[src/rtl/branch_resolve_ctrl.sv]
// branch_resolve_ctrl
// Sequences the branch predictor between fetch and execute.
//   - Each fetched conditional branch asks the predictor for a direction.
//     That prediction is recorded in an in-order in-flight queue.
//   - Each resolved branch is compared with the oldest recorded prediction.
//     The predictor is then trained with the actual outcome.
//   - A mispredict clears the queue and raises a timed flush/redirect.
//     Fetch is stalled while the flush is active.
//
// Ports:
//   clk, reset           clock; synchronous active-high reset
//   branch_fetch, pred_in      fetched branch / predictor output
//   predict, pred_taken        prediction request / prediction to fetch
//   branch_resolve, branch_taken   oldest branch resolved / its outcome
//   train_valid, train_outcome     one-cycle predictor training pulse
//   fetch_stall                fetch must hold the current branch
//   flush, redirect_taken      pipeline flush and refetch direction
//   inflight_count             queue occupancy
//   resolve_err                sticky: resolve seen with an empty queue
//   mispredict_count           saturating mispredict counter
//
// Build option: define BRP_STATS_EN to build the mispredict counter.
// Without it, mispredict_count is tied to zero.

module branch_resolve_ctrl #(
   parameter int DEPTH        = 4,
   parameter int PTR_W        = 2,
   parameter int FLUSH_CYCLES = 2,
   parameter int CNT_W        = 16
) (
   input  logic             clk,
   input  logic             reset,
   input  logic             branch_fetch,
   input  logic             pred_in,
   output logic             predict,
   output logic             pred_taken,
   input  logic             branch_resolve,
   input  logic             branch_taken,
   output logic             train_valid,
   output logic             train_outcome,
   output logic             fetch_stall,
   output logic             flush,
   output logic             redirect_taken,
   output logic [PTR_W:0]   inflight_count,
   output logic             resolve_err,
   output logic [CNT_W-1:0] mispredict_count
);

   localparam int FC_W = (FLUSH_CYCLES > 1) ? $clog2(FLUSH_CYCLES) : 1;

   typedef enum logic [1:0] {
      IDLE  = 2'd0,
      TRACK = 2'd1,
      FLUSH = 2'd2
   } state_t;

   state_t             state_q, state_d;
   logic [PTR_W-1:0]   head_q, tail_q;
   logic [PTR_W:0]     count_q, count_d;
   logic [DEPTH-1:0]   pred_q;
   logic [FC_W-1:0]    flush_cnt_q;
   logic               train_valid_q, train_outcome_q, redirect_q, resolve_err_q;

   logic in_flush, not_empty, full, resolve_ok, mispredict_now, push;

   // Per-cycle decode of the queue and the resolve path.
   // Resolves are only honoured with something in flight and outside a flush.
   // A full queue stays open while resolving, so a simultaneous pop can free a slot.
   always_comb begin
      in_flush       = (state_q == FLUSH);
      not_empty      = (count_q != '0);
      full           = (count_q == (PTR_W+1)'(DEPTH));
      resolve_ok     = branch_resolve && not_empty && !in_flush;
      mispredict_now = resolve_ok && (branch_taken != pred_q[head_q]);
      fetch_stall    = (full && !branch_resolve) || in_flush || mispredict_now;
      predict        = branch_fetch && !fetch_stall;
      pred_taken     = predict && pred_in;
      push           = predict;
   end

   // Next occupancy.
   // A mispredict wipes the queue, which also drops any same-cycle push.
   always_comb begin
      count_d = count_q;
      if (mispredict_now) begin
         count_d = '0;
      end else begin
         case ({push, resolve_ok})
            2'b10:   count_d = count_q + (PTR_W+1)'(1);
            2'b01:   count_d = count_q - (PTR_W+1)'(1);
            default: count_d = count_q;
         endcase
      end
   end

   // Next-state logic.
   // FLUSH is left once its down-counter has reached zero.
   // Outside FLUSH, the state simply reflects whether anything is in flight.
   always_comb begin
      state_d = state_q;
      if (mispredict_now) begin
         state_d = FLUSH;
      end else if (in_flush) begin
         if (flush_cnt_q == '0) state_d = IDLE;
      end else begin
         state_d = (count_d != '0) ? TRACK : IDLE;
      end
   end

   // State register, queue storage and the registered output pulses.
   // Pointers wrap naturally because DEPTH is a power of two.
   always_ff @(posedge clk) begin
      if (reset) begin
         state_q         <= IDLE;
         head_q          <= '0;
         tail_q          <= '0;
         count_q         <= '0;
         pred_q          <= '0;
         flush_cnt_q     <= '0;
         train_valid_q   <= 1'b0;
         train_outcome_q <= 1'b0;
         redirect_q      <= 1'b0;
         resolve_err_q   <= 1'b0;
      end else begin
         state_q       <= state_d;
         count_q       <= count_d;
         train_valid_q <= resolve_ok;
         if (resolve_ok) train_outcome_q <= branch_taken;
         if (mispredict_now) begin
            head_q      <= '0;
            tail_q      <= '0;
            redirect_q  <= branch_taken;
            flush_cnt_q <= FC_W'(FLUSH_CYCLES - 1);
         end else begin
            if (push) begin
               pred_q[tail_q] <= pred_in;
               tail_q         <= tail_q + PTR_W'(1);
            end
            if (resolve_ok) head_q <= head_q + PTR_W'(1);
            if (in_flush && flush_cnt_q != '0) flush_cnt_q <= flush_cnt_q - FC_W'(1);
         end
         if (branch_resolve && !not_empty && !in_flush) resolve_err_q <= 1'b1;
      end
   end

   assign train_valid    = train_valid_q;
   assign train_outcome  = train_outcome_q;
   assign flush          = in_flush;
   assign redirect_taken = redirect_q && in_flush;
   assign inflight_count = count_q;
   assign resolve_err    = resolve_err_q;

`ifdef BRP_STATS_EN
   logic [CNT_W-1:0] mispredict_cnt_q;

   // Saturating count of mispredict edges since reset.
   always_ff @(posedge clk) begin
      if (reset) begin
         mispredict_cnt_q <= '0;
      end else if (mispredict_now && mispredict_cnt_q != '1) begin
         mispredict_cnt_q <= mispredict_cnt_q + CNT_W'(1);
      end
   end

   assign mispredict_count = mispredict_cnt_q;
`else
   assign mispredict_count = '0;
`endif

endmodule

[config.mk]
export PLATFORM = sky130hd
export DESIGN_NAME = branch_resolve_ctrl
export DESIGN_NICKNAME = d
export VERILOG_FILES = /design/src/rtl/branch_resolve_ctrl.sv
export SDC_FILE = /design/constraint.sdc
export NUM_CORES = 1
export LEC_CHECK = 0
export BUFFER_PORTS_ARGS = -buffer_cell sky130_fd_sc_hd__buf_2
export CAP_MARGIN = 30
export CELL_PAD_IN_SITES_DETAIL_PLACEMENT = 1
export CELL_PAD_IN_SITES_GLOBAL_PLACEMENT = 1
export CORE_ASPECT_RATIO = 1.25
export CORE_MARGIN = 1
export CORE_UTILIZATION = 36
export CTS_CLUSTER_DIAMETER = 120
export CTS_CLUSTER_SIZE = 10
export DETAILED_ROUTE_END_ITERATION = 10
export GPL_ROUTABILITY_DRIVEN = 0
export PLACE_DENSITY = 0.76
export SYNTH_ARGS = -nofsm -noshare
export SYNTH_HDL_FRONTEND = slang
export SYNTH_SLANG_ARGS = --single-unit
[constraint.sdc]
create_clock -name clk -period 3.49 [get_ports clk]
set_input_delay 0.349 -clock clk [delete_from_list [all_inputs] [get_ports clk]]
set_output_delay 0.349 -clock clk [all_outputs]
set_load 0.03 [all_outputs]
==> results of run 1 <==
-- worst max-delay path: cells and delay by family (launching register included) --
family	cells	cell delay (ps)
simple gates	3	420
fa+ha+maj	2	650
xor+xnor	3	700
mux	1	610
compound gates	1	100
flops	1	420
-- power breakdown --
| part | leakage [nW] | switching [W] | internal, W |
|---|---|---|---|
| combinational | 0.371 | 0.000293 | 0.000165 |
| clock | 0.0210 | 0.0000674 | 0.0000636 |
| sequential | 0.147 | 0.0000474 | 0.000258 |
-- final cells by class --
type                       instances  area (sq um)  area share, %
clock buffer                       4          36.3           3.18
inverter                           6          22.5           1.98
multi-input combinational         89           598           52.5
sequential                        18           360           31.6
tap                               34          42.5           3.73
timing repair buffer              16          80.1           7.03
-- cells by family (layout without fill, tap and decap cells) --
group / Yosys count / after routing / synth area share, %
muxes: 7 / 7 / 7.81
buffers and inverters: 25 / 26 / 14.7
other: 1 / 16 / 0.355
DFF: 18 / 18 / 34.1
adders and majority gates: 6 / 6 / 7.81
and+or+nand+nor: 38 / 38 / 18.9
AOI/OAI and AO/OA: 15 / 15 / 8.76
xor gates and xnor gates: 7 / 7 / 7.57
-- worst max-delay path by stage --
stage	start	to	slack (ps)
after floorplan	head_q[0]$_SDFFE_PP0P_	state_q[0]$_SDFFE_PP0N_	820
after global placement	head_q[0]$_SDFFE_PP0P_	state_q[0]$_SDFFE_PP0N_	740
after detailed placement	head_q[0]$_SDFFE_PP0P_	state_q[0]$_SDFFE_PP0N_	550
after CTS	head_q[0]$_SDFFE_PP0P_	state_q[0]$_SDFFE_PP0N_	500
after global routing	head_q[0]$_SDFFE_PP0P_	state_q[0]$_SDFFE_PP0N_	370
final	head_q[0]$_SDFFE_PP0P_	state_q[0]$_SDFFE_PP0N_	530
-- cell usage in the layout, fill, tap and decap left out, types with 2 or more instances in the layout --
cell | Yosys | routed
a21oi_1 | 5 | 5
and3_1 | 2 | 2
buf_2 | 0 | 16
clkbuf_4 | 0 | 3
conb_1 | 1 | 16
dfxtp_1 | 18 | 18
ha_1 | 5 | 5
inv_1 | 6 | 6
mux2i_1 | 6 | 6
nand2_1 | 12 | 12
nand3_1 | 2 | 2
nor2_1 | 5 | 5
nor3_1 | 8 | 8
o211ai_1 | 4 | 4
o21ai_0 | 3 | 3
xnor2_1 | 4 | 4
xor2_1 | 2 | 2
-- sequential cells by signal, summed over array words and instances, names as in the netlist --
signal and cells:
redirect_q 1, tail_q 2, train_outcome 1, inflight_count 3, head_q 2, train_valid 1
resolve_err 1, pred_q 4, state_q 2, flush_cnt_q 1
-- synth_stat cells (3+ instances only) --
| cell type | count | share of area [%] |
|---|---|---|
| dfxtp_1 | 18 | 34 |
| buf_4 | 16 | 11 |
| nand2_1 | 12 | 4.3 |
| nor3_1 | 8 | 3.8 |
| inv_1 | 6 | 2.1 |
| mux2i_1 | 6 | 5.7 |
| a21oi_1 | 5 | 2.4 |
| ha_1 | 5 | 5.9 |
| nor2_1 | 5 | 1.8 |
| o211ai_1 | 4 | 2.8 |
| xnor2_1 | 4 | 3.3 |
| o21ai_0 | 3 | 1.4 |
-- stage by stage --
step	instances	area, sq um
finish	167	1140
global route	167	1140
CTS	167	1140
detailed placement	163	1100
global placement	163	1100
floorplan	132	1110
-- per-layer routing --
| metal | vias to the layer above | share of wire [%] |
|---|---|---|
| met2 | 28 | 49 |
| met1 | 375 | 44 |
| met4 | 0 | 2.7 |
| met5 | - | 0 |
| li1 | 402 | - |
| met3 | 6 | 3.5 |
==> impl_metrics.csv, run 1 <==
group,metric,value,unit
clock_network,clock-sinks,18,
yosys,synth_cells,117,
floorplan,num_rows,21,
placed_design,portBuffers,16,
grt,use_met2,26.0,%
yosys,yosysSeqAreaShare,34.1,%
grt,grt_antenna_before_repair,0,
critical_path,end_kind,"register",
min_path,holdPathEnd,"resolve_err$_SDFFE_PP0P_",
clock_network,cts_tree,"built",
critical_path,r2r_slack,530,ps
routing,via_count,811,
floorplan,start_util,38.7,%
finish,antenna_cells,0,
clock_network,path_clk_slew,110,ps
routing,drc,0,
finish,syn2layout_area_growth,7.81,%
placed_design,place_hpwl,1760,um
grt,grt_use_met1,18.2,%
clock_network,hold_buffers,0,
critical_path,worstPathRequired,3720,ps
yosys,synth_edf_count,0,
sta,post-route-min-period,2960,ps
power_and_ir_drop,power.density,784,nW/um^2
grt,busiest_layer,"met2",
floorplan,die_area,3160,sq um
critical_path,cpMostUsedCell,"xnor2_1",
sta,setup_viol,0,
floorplan,die_w,50.5,um
power_and_ir_drop,power,0.000894,W
min_path,min_from,"branch_resolve",
yosys,synth-seq-cells,18,
finish,final_core_util,41.7,%
min_path,worstHoldPathCells,3,
clock_network,htree_levels,1,
critical_path,worstRegToRegCells,10,
critical_path,cp_slowest_stage_delay,610,ps
grt,use_met3,1.95,%
finish,drive_gt1_share,18.8,%
yosys,syn_area,1060,sq um
routing,drtIter0Drc,15,
routing,dr.pass1.iters,4,
power_and_ir_drop,leakage,0.539,nW
routing,via_per_inst,4.86,
critical_path,r2r-start,"head_q[0]$_SDFFE_PP0P_",
yosys,yosys_warnings,0,
yosys,syn_area_per_cell,9.04,sq um
job,drv_cap,0,
routing,ant_nets,0,
clock_network,clockRootBuffer,"clkbuf_4",
power_and_ir_drop,peakVddDrop,274,uV
routing,routedWlPerCell,13.3,um
clock_network,cts_resized,0,
critical_path,path_cells,"mux4_2, xnor2_4, nand2b_2, nand2_1, ha_1, fa_1, xnor2_1, xnor2_1, o21ai_0, nor3_1",
sta,fmax,338,MHz
sta,period_share,84.8,%
floorplan,ioPinCount,33,
critical_path,crit_fanout,7,
clock_network,clk-insertion-delay-late,300,ps
grt,overflow,0,
finish,nFillCells,338,
sta,hold_violations,0,
critical_path,startpoint_type,"register",
floorplan,die_h,62.6,um
critical_path,arrival,3190,ps
sta,grt_setup_unrepaired,"false",
outcome,outcome,"completed",
grt,grt_usage,15.4,%
critical_path,reg2reg_to,"state_q[0]$_SDFFE_PP0N_",
placed_design,place_ws,553,ps
sta,fin_tns_setup,0,ps
sta,finClkSkew,10.8,ps
critical_path,slowest_stage,"mux4_2",
grt,grt_pass1_wl,3750,um
yosys,synth.distinct_cells,33,
clock_network,cts_buffer_depth,2,
grt,grt_pass1_vias,819,
clock_network,cts_setup_buffers,0,
yosys,synth_top_flop_cell,"dfxtp_1",
sta,drv_slew,0,
floorplan,core-area,2730,sq um
sta,whs,375,ps
min_path,hp-class,"input pin to register",
sta,worst_slack,532,ps
grt,grt_max_degree,15,
clock_network,cts_made_buffers,3,
finish,final_nets,146,
critical_path,path_class,"register to register",
yosys,synthArstFlopShare,0,%
routing,drt-total-wl,2230,um
Note: power is estimated with default switching activity, not from simulation.
==> run 2: changes to the inputs <==
Settings changed: CORE_UTILIZATION 36 to 33, PLACE_DENSITY 0.76 to 0.73.
Clock period 3.49 ns to 2.6 ns, I/O delays scaled along.
==> run 2 against run 1 <==
Net effect: register-to-register slack got worse by 530 ps; final cell count increased by 5.4%; total power increased by 48%; die area increased by 8.8%; count of clock-buffer cells in the layout unchanged; sequential power increased by 36%; maximum frequency increased by 14%; first-iteration DRC count decreased by 47%; critical endpoint is now inflight_count[2]$_SDFF_PP0_; highest routed layer unchanged.
==> impl_metrics.csv, run 2 (synthesized netlist as in run 1, its figures left out) <==
group,metric,value,unit
placed_design,place_ws,41.0,ps
sta,finClkSkew,3.69,ps
finish,nFillCells,360,
routing,via_count,843,
clock_network,clock-sinks,18,
min_path,hp-class,"input pin to register",
power_and_ir_drop,p_comb_share,55.0,%
routing,drc,0,
critical_path,reg2reg_to,"inflight_count[2]$_SDFF_PP0_",
clock_network,path_clk_slew,110,ps
min_path,worstHoldPathCells,3,
finish,final_cell_mix,"conb_1, dfxtp_1, buf_2, nand2_1, nor3_1",
finish,syn2layout_area_growth,16.8,%
clock_network,cts_tree,"built",
placed_design,portBuffers,16,
finish,stdcell_count,176,
sta,grt_setup_unrepaired,"true",
clock_network,hold_buffers,0,
grt,overflow,0,
placed_design,place_hpwl,1860,um
grt,grt_usage,16.0,%
sta,hold_violations,0,
floorplan,die_w,52.6,um
power_and_ir_drop,seqPwrFrac,31.5,%
min_path,holdPathEnd,"train_outcome$_SDFFE_PP0P_",
clock_network,cts_made_buffers,3,
grt,grt_pass1_vias,879,
power_and_ir_drop,power.density,1070,nW/um^2
grt,grt_pass1_wl,4050,um
grt,grt_max_degree,15,
floorplan,die_area,3440,sq um
power_and_ir_drop,leakage,0.578,nW
finish,final_nets,153,
critical_path,worstRegToRegCells,10,
routing,dr.pass1.iters,4,
power_and_ir_drop,peakVddDrop,508,uV
sta,fmax,385,MHz
power_and_ir_drop,netSwitchingPower,0.000593,W
clock_network,clockRootBuffer,"clkbuf_4",
grt,use_met3,1.62,%
critical_path,startpoint_type,"register",
finish,multiInputGateArea,636,sq um
power_and_ir_drop,power_frac_clock,13.5,%
grt,grt_use_met1,18.9,%
outcome,outcome,"completed",
critical_path,worstPathRequired,2810,ps
finish,largest_reg_flops,4,
clock_network,htree_levels,1,
placed_design,placed_area,1160,sq um
sta,fin_tns_setup,0,ps
power_and_ir_drop,sw_frac_of_total,44.9,%
clock_network,cts_buffer_depth,2,
floorplan,core-area,3000,sq um
power_and_ir_drop,internal-power,0.000727,W
critical_path,end_kind,"register",
finish,seqCellArea,363,sq um
sta,whs,271,ps
finish,antenna_cells,0,
finish,regMostFlops,"pred_q",
sta,period_share,99.9,%
critical_path,path_class,"register to register",
job,drv_cap,0,
routing,drt-total-wl,2470,um
floorplan,num_rows,22,
routing,routedWlPerCell,14.0,um
floorplan,start_util,35.2,%
grt,grt_antenna_before_repair,0,
sta,worst_slack,2.93,ps
finish,drive_gt1_share,27.9,%
placed_design,dpl.cell_count,169,
routing,via_per_inst,4.79,
routing,ant_nets,0,
grt,busiest_layer,"met2",
critical_path,crit_fanout,3,
min_path,min_from,"branch_taken",
finish,fin_area,1230,sq um
grt,use_met2,28.3,%
routing,drtIter0Drc,8,
critical_path,r2r-start,"head_q[0]$_SDFFE_PP0P_",
floorplan,ioPinCount,33,
sta,drv_slew,0,
sta,setup_viol,0,
floorplan,die_h,65.3,um
critical_path,arrival,2810,ps
critical_path,r2r_slack,3,ps
clock_network,clk-insertion-delay-late,290,ps
sta,post-route-min-period,2600,ps
run 2: worst max-delay path by stage:
| stage | from | endpoint | slack, ps | cells past startpoint |
|---|---|---|---|---|
| after global placement | head_q[0]$_SDFFE_PP0P_ | inflight_count[2]$_SDFF_PP0_ | 120 | 10 |
| final | head_q[0]$_SDFFE_PP0P_ | inflight_count[2]$_SDFF_PP0_ | 3 | 10 |
| after detailed placement | head_q[0]$_SDFFE_PP0P_ | state_q[0]$_SDFFE_PP0N_ | 40 | 10 |
| after global routing | head_q[0]$_SDFFE_PP0P_ | inflight_count[2]$_SDFF_PP0_ | -120 | 10 |
| after CTS | head_q[0]$_SDFFE_PP0P_ | state_q[0]$_SDFFE_PP0N_ | 1 | 10 |
| after floorplan | head_q[0]$_SDFFE_PP0P_ | state_q[0]$_SDFFE_PP0N_ | 30 | 10 |
run 2: power groups by stage:
stage          clock network [W]  registers (W)  logic, W
6_report                0.000178       0.000416  0.000725
5_1_grt                 0.000197       0.000427  0.000801
4_1_cts                 0.000186       0.000417  0.000681
3_5_place_dp                   0       0.000424  0.000668
3_3_place_gp                   0       0.000416  0.000652
2_1_floorplan                  0       0.000467  0.000468
run 2: stage by stage:
stage,utilization (%),power (W)
2_1_floorplan,-,0.000935
3_3_place_gp,38.5,0.00107
3_5_place_dp,38.5,0.00109
4_1_cts,40.0,0.00128
5_1_grt,41.2,0.00143
6_report,41.2,0.00132
run 2: per-layer routing:
layer | vias to the layer above | share of wire [%]
li1 | 414 | -
met1 | 403 | 42
met2 | 24 | 53
met3 | 2 | 3.5
met4 | 0 | 1.2
met5 | - | 0
run 2: timing repair:
action                                  4_1_cts  5_1_grt
buffers inserted                              1        2
pin swaps                                     0        4
cloned                                        0        0
endpoints found under the setup margin        1        2
resized for setup                             0        5
run 2: layout make-up:
type                    count  share of cell area (%)
multi-input cells          89                    51.5
well taps                  36                    3.65
inverters                   6                    1.82
clock buffers               4                    2.94
flip-flops and latches     18                    29.4
repair buffers             23                    10.7
run 2: critical path, cell delays in order, from the launching register on:
cell      delay [ps]
dfxtp_2          380
mux4_2           580
xnor2_4          170
nand2b_4         170
nand2_4           50
ha_4             160
fa_2             370
xnor2_2          240
nor2_2            70
xnor2_1          120
nor3_1           190
==> run 3: changes to the inputs <==
Settings changed: CORE_MARGIN 1 to 2, SLEW_MARGIN set to 20.
==> run 3 against run 2 <==
Net effect: clock power is 33% higher; maximum frequency grew 2.3%; final cell count up 1.1%; first-iteration DRC count decreased by 50%; largest cell class unchanged.
==> impl_metrics.csv, run 3 (synthesized netlist as in run 1, its figures left out) <==
group,metric,value,unit
outcome,outcome,"completed",
finish,stdcell_count,178,
finish,drive_gt1_share,27.7,%
critical_path,reg2reg_to,"state_q[0]$_SDFFE_PP0N_",
finish,largest_reg_flops,4,
grt,grt_antenna_before_repair,0,
critical_path,path_buf_inv,0,
placed_design,place_hpwl,1830,um
routing,via_count,862,
finish,antenna_cells,0,
grt,grt_usage,14.8,%
critical_path,path_cells,"mux4_2, xnor2_4, nand2b_4, nand2_4, ha_4, fa_2, xnor2_2, xnor2_1, o21ai_1, nor3_1",
grt,grt_pass1_wl,3970,um
finish,regMostFlops,"pred_q",
finish,final_nets,154,
placed_design,dpl.cell_count,170,
critical_path,r2r_slack,60,ps
sta,setup_viol,0,
clock_network,cts_made_buffers,3,
critical_path,worstRegToRegCells,10,
grt,grt_max_degree,15,
grt,grt_pass1_vias,862,
floorplan,die_h,67.3,um
sta,period_share,97.7,%
placed_design,portBuffers,16,
finish,nFillCells,379,
clock_network,htree_levels,1,
critical_path,critPathTopFamily,"multiplexers",
sta,fin_tns_setup,0,ps
floorplan,start_util,33.7,%
finish,syn2layout_area_growth,19.4,%
critical_path,end_kind,"register",
routing,drtIter0Drc,4,
clock_network,path_clk_slew,70,ps
finish,final_cell_mix,"conb_1, dfxtp_1, buf_2, nand2_1",
routing,dr.pass1.iters,2,
critical_path,worstPathRequired,2790,ps
sta,post-route-min-period,2540,ps
clock_network,clock-sinks,18,
sta,grt_setup_unrepaired,"true",
job,drv_cap,0,
clock_network,cts_buffer_depth,2,
routing,drt-total-wl,2510,um
min_path,holdPathEnd,"train_outcome$_SDFFE_PP0P_",
floorplan,ioPinCount,33,
floorplan,num_rows,23,
min_path,min_from,"branch_taken",
sta,fmax,394,MHz
routing,via_per_inst,4.84,
grt,overflow,0,
power_and_ir_drop,power.density,1100,nW/um^2
min_path,worstHoldPathCells,3,
critical_path,startpoint_type,"register",
sta,drv_slew,0,
power_and_ir_drop,power,0.00138,W
placed_design,place_ws,31.6,ps
sta,finClkSkew,3.75,ps
routing,routedWlPerCell,14.1,um
sta,worst_slack,60.8,ps
routing,ant_nets,0,
clock_network,clockRootBuffer,"clkbuf_8",
clock_network,clk-insertion-delay-late,260,ps
floorplan,die_area,3680,sq um
critical_path,r2r-start,"head_q[0]$_SDFFE_PP0P_",
power_and_ir_drop,leakage,0.591,nW
routing,drc,0,
critical_path,crit_fanout,5,
critical_path,slowest_stage,"mux4_2",
min_path,hp-class,"input pin to register",
critical_path,arrival,2730,ps
floorplan,core-area,3140,sq um
finish,fin_area,1260,sq um
sta,hold_violations,0,
critical_path,cp_slowest_stage_delay,570,ps
power_and_ir_drop,peakVddDrop,463,uV
placed_design,placed_area,1160,sq um
clock_network,hold_buffers,0,
critical_path,path_class,"register to register",
floorplan,die_w,54.6,um
clock_network,cts_tree,"built",
-- run 3: cell types whose count changed in the layout (fill, tap and decap cells not counted), sizes merged --
cell and change:
buf +1
-- run 3: worst max path at each step --
| stage | from | cells past startpoint | slack [ps] | end |
|---|---|---|---|---|
| after floorplan | head_q[0]$_SDFFE_PP0P_ | 10 | 30 | state_q[0]$_SDFFE_PP0N_ |
| after global placement | head_q[0]$_SDFFE_PP0P_ | 10 | 120 | inflight_count[2]$_SDFF_PP0_ |
| after detailed placement | head_q[0]$_SDFFE_PP0P_ | 10 | 30 | state_q[0]$_SDFFE_PP0N_ |
| after CTS | head_q[0]$_SDFFE_PP0P_ | 10 | 20 | state_q[0]$_SDFFE_PP0N_ |
| after global routing | head_q[0]$_SDFFE_PP0P_ | 10 | -90 | state_q[0]$_SDFFE_PP0N_ |
| final | head_q[0]$_SDFFE_PP0P_ | 10 | 60 | state_q[0]$_SDFFE_PP0N_ |
-- run 3: repair_timing --
item / CTS / global route
endpoints found under the setup margin: 0 / 2
buffers inserted: 0 / 4
resized for setup: 0 / 5
-- run 3: worst min-delay path, stage by stage --
cell,delay (ps)
buf_2,140
nand2_1,60
a21oi_1,50
-- run 3: cell type report --
cell class                      count  area (sq um)  share of cell area [%]
Timing Repair Buffer               24           140                    11.1
Tap cell                           37          46.3                    3.67
Inverter                            6          22.5                    1.78
Multi-Input combinational cell     89           633                    50.1
Sequential cell                    18           365                    28.9
Clock buffer                        4          55.1                    4.36
-- run 3: per-stage QoR --
| stage | hold WS (ps) | utilization, % |
|---|---|---|
| floorplan | 330 | - |
| global placement | 441 | 36.9 |
| detailed placement | 454 | 36.9 |
| CTS | 300 | 38.7 |
| global route | 311 | 40.2 |
| finish | 305 | 40.2 |
-- run 3: power by group --
part           internal, W  switching [W]  leakage [nW]
Combinational     0.000299       0.000434         0.414
Sequential        0.000352      0.0000634         0.148
Clock             0.000135       0.000101        0.0288
-- run 3: metal layers --
| metal | up-vias | wire length [um] | GRT usage (%) |
|---|---|---|---|
| met5 | - | 0 | 0 |
| met4 | 0 | 50 | 6.56 |
| met3 | 6 | 106 | 1.55 |
| met2 | 25 | 1330 | 25.4 |
| met1 | 414 | 1020 | 18.0 |
| li1 | 417 | - | - |
